**src/rtl/serial_pkg.sv**
```systemverilog
// Shared types and helpers for the serial word feeder and its counter.
package serial_pkg;

    typedef enum logic {
        IDLE  = 1'b0,
        SHIFT = 1'b1
    } feeder_state_t;

    // Width of a counter that spans 0..width-1.
    function automatic int unsigned cnt_width(input int unsigned width);
        return $clog2(width);
    endfunction

endpackage

```
**src/rtl/bit_counter.sv**
```systemverilog
// Modulo-WIDTH up counter with a registered terminal-count flag.
// Ports: clk, rst (sync, active-high), clear (force 0), count_enable (advance),
//        count (current value), rollover_flag (high while count == WIDTH-1).
module bit_counter
    import serial_pkg::*;
#(
    parameter  int unsigned WIDTH = 16,
    localparam int unsigned CW    = cnt_width(WIDTH)
) (
    input  logic          clk,
    input  logic          rst,
    input  logic          clear,
    input  logic          count_enable,
    output logic [CW-1:0] count,
    output logic          rollover_flag
);

    localparam logic [CW-1:0] LAST = CW'(WIDTH - 1);

    logic [CW-1:0] r_count;
    logic          r_rollover;
    logic [CW-1:0] w_count_next;

    // Clear wins over enable; wrap back to 0 after the terminal count.
    always_comb begin
        w_count_next = r_count;
        if (clear) begin
            w_count_next = '0;
        end else if (count_enable) begin
            w_count_next = (r_count == LAST) ? '0 : CW'(r_count + CW'(1));
        end
    end

    always_ff @(posedge clk) begin
        if (rst) begin
            r_count    <= '0;
            r_rollover <= 1'b0;
        end else begin
            r_count    <= w_count_next;
            r_rollover <= (w_count_next == LAST);
        end
    end

    assign count         = r_count;
    assign rollover_flag = r_rollover;

endmodule

```
**src/rtl/serial_word_feeder.sv**
```systemverilog
// Parallel-to-serial feeder: accepts WIDTH-bit words on valid/ready, keeps one
// word shifting and one waiting so consecutive words stream with no gap.
// Ports: clk, rst (sync, active-high), load_valid/load_data/load_ready (input
//        handshake), serial_out/serial_valid/last_bit (serial stream), busy.
module serial_word_feeder
    import serial_pkg::*;
#(
    parameter int unsigned WIDTH     = 16,
    parameter bit          MSB_FIRST = 1'b1,
    parameter bit          IDLE_BIT  = 1'b0
) (
    input  logic             clk,
    input  logic             rst,
    input  logic             load_valid,
    input  logic [WIDTH-1:0] load_data,
    output logic             load_ready,
    output logic             serial_out,
    output logic             serial_valid,
    output logic             last_bit,
    output logic             busy
);

    localparam int unsigned   CW   = cnt_width(WIDTH);
    localparam logic [CW-1:0] LAST = CW'(WIDTH - 1);

    feeder_state_t    r_state, w_state_next;
    logic [WIDTH-1:0] r_shift, w_shift_next, w_shifted;
    logic [WIDTH-1:0] r_hold, w_hold_next;
    logic             r_hold_full, w_hold_full_next;
    logic             w_load_shift;
    logic             w_accept;
    logic             w_last;
    logic [CW-1:0]    w_cnt, w_cnt_next;
    logic             w_rollover;

    logic r_load_ready, r_serial_out, r_serial_valid, r_last_bit, r_busy;

    bit_counter #(.WIDTH(WIDTH)) u_bit_counter (
        .clk          (clk),
        .rst          (rst),
        .clear        (w_load_shift),
        .count_enable (r_state == SHIFT),
        .count        (w_cnt),
        .rollover_flag(w_rollover)
    );

    assign w_accept  = load_valid && r_load_ready;
    assign w_last    = (r_state == SHIFT) && w_rollover;
    assign w_shifted = MSB_FIRST ? {r_shift[WIDTH-2:0], 1'b0} : {1'b0, r_shift[WIDTH-1:1]};

    // Next state, datapath and next values of the registered outputs.
    always_comb begin
        w_state_next     = r_state;
        w_shift_next     = r_shift;
        w_hold_next      = r_hold;
        w_hold_full_next = r_hold_full;
        w_load_shift     = 1'b0;

        case (r_state)
            IDLE: begin
                if (w_accept) begin
                    w_shift_next = load_data;
                    w_load_shift = 1'b1;
                    w_state_next = SHIFT;
                end
            end
            SHIFT: begin
                if (w_last) begin
                    // Held word takes priority; an accept cannot coincide with it
                    // because load_ready is low while the holding register is full.
                    if (r_hold_full) begin
                        w_shift_next     = r_hold;
                        w_hold_full_next = 1'b0;
                        w_load_shift     = 1'b1;
                    end else if (w_accept) begin
                        w_shift_next = load_data;
                        w_load_shift = 1'b1;
                    end else begin
                        w_shift_next = w_shifted;
                        w_state_next = IDLE;
                    end
                end else begin
                    w_shift_next = w_shifted;
                    if (w_accept) begin
                        w_hold_next      = load_data;
                        w_hold_full_next = 1'b1;
                    end
                end
            end
            default: w_state_next = IDLE;
        endcase

        w_cnt_next = w_cnt;
        if (w_load_shift) begin
            w_cnt_next = '0;
        end else if (r_state == SHIFT) begin
            w_cnt_next = w_last ? '0 : CW'(w_cnt + CW'(1));
        end
    end

    always_ff @(posedge clk) begin
        if (rst) begin
            r_state        <= IDLE;
            r_shift        <= '0;
            r_hold         <= '0;
            r_hold_full    <= 1'b0;
            r_load_ready   <= 1'b1;
            r_serial_out   <= IDLE_BIT;
            r_serial_valid <= 1'b0;
            r_last_bit     <= 1'b0;
            r_busy         <= 1'b0;
        end else begin
            r_state        <= w_state_next;
            r_shift        <= w_shift_next;
            r_hold         <= w_hold_next;
            r_hold_full    <= w_hold_full_next;
            r_load_ready   <= !w_hold_full_next;
            r_serial_out   <= (w_state_next == SHIFT)
                              ? (MSB_FIRST ? w_shift_next[WIDTH-1] : w_shift_next[0])
                              : IDLE_BIT;
            r_serial_valid <= (w_state_next == SHIFT);
            r_last_bit     <= (w_state_next == SHIFT) && (w_cnt_next == LAST);
            r_busy         <= (w_state_next == SHIFT) || w_hold_full_next;
        end
    end

    assign load_ready   = r_load_ready;
    assign serial_out   = r_serial_out;
    assign serial_valid = r_serial_valid;
    assign last_bit     = r_last_bit;
    assign busy         = r_busy;

endmodule

```
**config.mk**
```make
export PLATFORM = sky130hd
export DESIGN_NAME = serial_word_feeder
export DESIGN_NICKNAME = d
export VERILOG_FILES = /design/src/rtl/serial_pkg.sv /design/src/rtl/bit_counter.sv /design/src/rtl/serial_word_feeder.sv
export SDC_FILE = /design/constraint.sdc
export NUM_CORES = 1
export LEC_CHECK = 0
export ABC_CLOCK_PERIOD_IN_PS = 1900
export CAP_MARGIN = 10
export CORE_ASPECT_RATIO = 0.8
export CORE_MARGIN = 10
export CORE_UTILIZATION = 50
export CTS_CLUSTER_DIAMETER = 30
export CTS_CLUSTER_SIZE = 40
export DETAILED_ROUTE_END_ITERATION = 7
export GPL_ROUTABILITY_DRIVEN = 0
export PLACE_DENSITY = 0.69
export SLEW_MARGIN = 20
export SYNTH_ARGS = -nofsm -noshare
export SYNTH_HDL_FRONTEND = slang
export SYNTH_SLANG_ARGS = --single-unit
```
**constraint.sdc**
```tcl
create_clock -name clk -period 1.9 [get_ports clk]
set_clock_uncertainty 0.1 [all_clocks]
set_input_delay 0.19 -clock clk [delete_from_list [all_inputs] [get_ports clk]]
set_output_delay 0.19 -clock clk [all_outputs]
set_load 0.03 [all_outputs]
```
==> metrics.csv <==
stage,metric,value,unit
layout,num-fill-cells,398,
floorplanning,start_util,0.5157,
setup_path,cp-start-kind,flop,
clock_network,cts_setup_buffers,0,
sta,slew_headroom,0.6449,
routing,wl_per_cell,15.60,um
layout,final_common_cell,dfxtp_1,
clock_network,clock-root-buffer,clkbuf_8,
synth,syn_area,2141,um^2
worst_hold_path,min_path_type,flop to flop,
setup_path,crit_path_cell_trace,clkdlybuf4s50_1,
layout,multi_input_area,1087,um^2
synth,yosysSeqAreaShare,0.4021,
layout,nets,326,
layout,n_antenna_cell,0,
setup_path,cp_num_buf_inv,1,
global_routing,gr-total-overflow,0,
sta,rsz0062_at_grt,false,
synth,synth_edf_count,0,
routing,drt-vias-per-instance,5.909,
synth,synth_area_per_cell,7.701,um^2
synth,ys.flop_type,dfxtp_1,
synth,synth-xor-area-share,0.004091,
synth,yosys.area_share.simple,0.2168,
floorplanning,rows,21,
synth,synth_top_family_by_area,compound AO/OA/AOI/OAI gates,
pwr,power_density,810.6,nW/um^2
sta,timing.fmax,569.7,MHz
outcome,outcome,"finished, final reports clean",
global_routing,grt_pass1_wl,9825,um
floorplanning,core_area,4151,um^2
clock_network,hold_buffers,0,
synth,ys_seq_elements,43,
floorplanning,die-area,7315,um^2
floorplanning,io_pins,24,
pwr,p_leak,0.9021,nW
layout,final_core_util,0.6233,
place,port_buffers,23,
synth,synth-compound-area-share,0.2759,
clock_network,clk_pin_slew,0.08,ns
job,maxCapViolations,0,
global_routing,antenna_found_initial,0,
place,pre_cts_slack,-0.1232,ns
clock_network,cts_made_buffers,5,
place,place_inst,356,
synth,synth.distinct_cells,39,
routing,route.detailed.drc,0,
synth,synth_fa_ha_area_frac,0.005845,
setup_path,arrival,1.47,ns
global_routing,grt_max_degree,19,
clock_network,htree_num_levels,2,
synth,syn_nets,298,
sta,finalHoldViolCount,0,
setup_path,path_class,flop to output port,
setup_path,crit_path_max_fanout,7,
synth,muxShareOfSynthArea,0.005260,
sta,holdWs,0.3562,ns
setup_path,slowest_delay,0.72,ns
layout,final_cells,364,
setup_path,crit_family,buffers and inverters,
clock_network,cts_resized,0,
routing,wl,5677,um
clock_network,tritoncts,yes,
setup_path,crit_required,1.61,ns
sta,tightest_slew,0.5326,ns
routing,num_vias,2151,
global_routing,grt_pass1_vias,2060,
floorplanning,die_y,78.53,um
floorplanning,die_width,93.16,um
sta,min_period,1.755,ns
sta,setup_ws,0.1447,ns
sta,period_share,0.9239,
layout,seqCellArea,860.8,um^2
pwr,peakVddDrop,0.4142,mV
synth,yosysWarnings,0,
layout,drive_gt1_frac,0.1173,
routing,drt-initial-drc-count,210,
sta,setup_viol,0,
sta,drv_slew,0,
routing,dr.pass1.iters,5,
clock_network,cts_buffer_depth,2,
layout,syn_to_final_growth,20.86,%
clock_network,cts.sinks,43,
synth,syn-instance-count,278,
routing,antenna_left,0,
setup_path,cp_slowest_cell,clkdlybuf4s50_1,
pwr,finalPower,2.097,mW
global_routing,grtUsageTotal,0.1612,
setup_path,worstSetupEndpointType,output port,
clock_network,insertion_delay,0.29,ns
synth,async_flop_share,0,
place,hpwl,3926,um
layout,final_cell_mix,"dfxtp_1 (43), a21oi_1 (40), nand2_1 (38), nor2_1 (22), clkdlybuf4s50_1 (22)",
## cell families after synthesis
| group | count (synthesis) |
|---|---|
| fa+ha+maj | 1 |
| xor+xnor | 1 |
| simple gates | 100 |
| flops | 43 |
| buf+inv | 39 |
| mux | 1 |
| compound gates | 93 |
## power breakdown
| part | switching, mW | internal [mW] | leakage (nW) |
|---|---|---|---|
| combinational | 0.200 | 0.150 | 0.488 |
| clock | 0.312 | 0.426 | 0.0612 |
| sequential | 0.0493 | 0.960 | 0.353 |
## cell type report
cell class | instances | area share
Multi-Input combinational cell | 196 | 0.4202
Clock inverter | 2 | 0.01354
Inverter | 18 | 0.02611
Sequential cell | 43 | 0.3327
Clock buffer | 6 | 0.03191
Tap cell | 57 | 0.02756
Timing Repair Buffer | 42 | 0.1480
## flip-flops by register name (all words and copies together) (netlist names)
signal,flops
r_hold,16
r_shift,16
u_bit_counter.count,4
busy,1
last_bit,1
load_ready,1
r_hold_full,1
serial_out,1
serial_valid,1
u_bit_counter.rollover_flag,1
## routing by layer
metal | global-route usage | share of wire
met3 | 0.03612 | 0.081
met4 | 0.06462 | 0.0074
met5 | 0 | 0
met1 | 0.2204 | 0.46
met2 | 0.2385 | 0.45
## cell usage after synthesis, types with 2 or more instances
| library cell | instances | area share |
|---|---|---|
| dfxtp_1 | 43 | 0.40 |
| nand2b_1 | 2 | 0.0058 |
| o21ai_0 | 18 | 0.042 |
| a31oi_1 | 2 | 0.0058 |
| buf_6 | 3 | 0.016 |
| o221ai_1 | 14 | 0.057 |
| buf_2 | 7 | 0.016 |
| clkbuf_1 | 7 | 0.012 |
| inv_1 | 16 | 0.028 |
| nor2b_1 | 4 | 0.012 |
| nand2_1 | 38 | 0.067 |
| buf_4 | 4 | 0.014 |
| nand2_2 | 3 | 0.0088 |
| a21oi_1 | 40 | 0.094 |
| nor2_1 | 22 | 0.039 |
| nand3_1 | 19 | 0.044 |
| a311oi_1 | 14 | 0.057 |
## metrics by stage
stage | setup TNS, ns | area [um^2]
after CTS | 0 | 2587
final | 0 | 2587
after floorplan | 0 | 2141
after detailed placement | -0.9818 | 2470
after global routing | 0 | 2587
after global placement | -0.5284 | 2470
## path summary, 6_finish.rpt
| kind | start | slack [ns] | cells after the start | endpoint |
|---|---|---|---|---|
| setup / recovery | load_ready$_SDFF_PP1_ | 0.14 | 1 | load_ready |
| hold / removal | r_hold[9]$_SDFFE_PP0P_ | 0.36 | 2 | r_hold[9]$_SDFFE_PP0P_ |
| setup reg to reg | load_ready$_SDFF_PP1_ | 0.18 | 4 | r_shift[5]$_SDFFE_PP0P_ |
| hold reg to reg | r_hold[9]$_SDFFE_PP0P_ | 0.36 | 2 | r_hold[9]$_SDFFE_PP0P_ |
No activity file was read; power rests on OpenSTA's default activity.
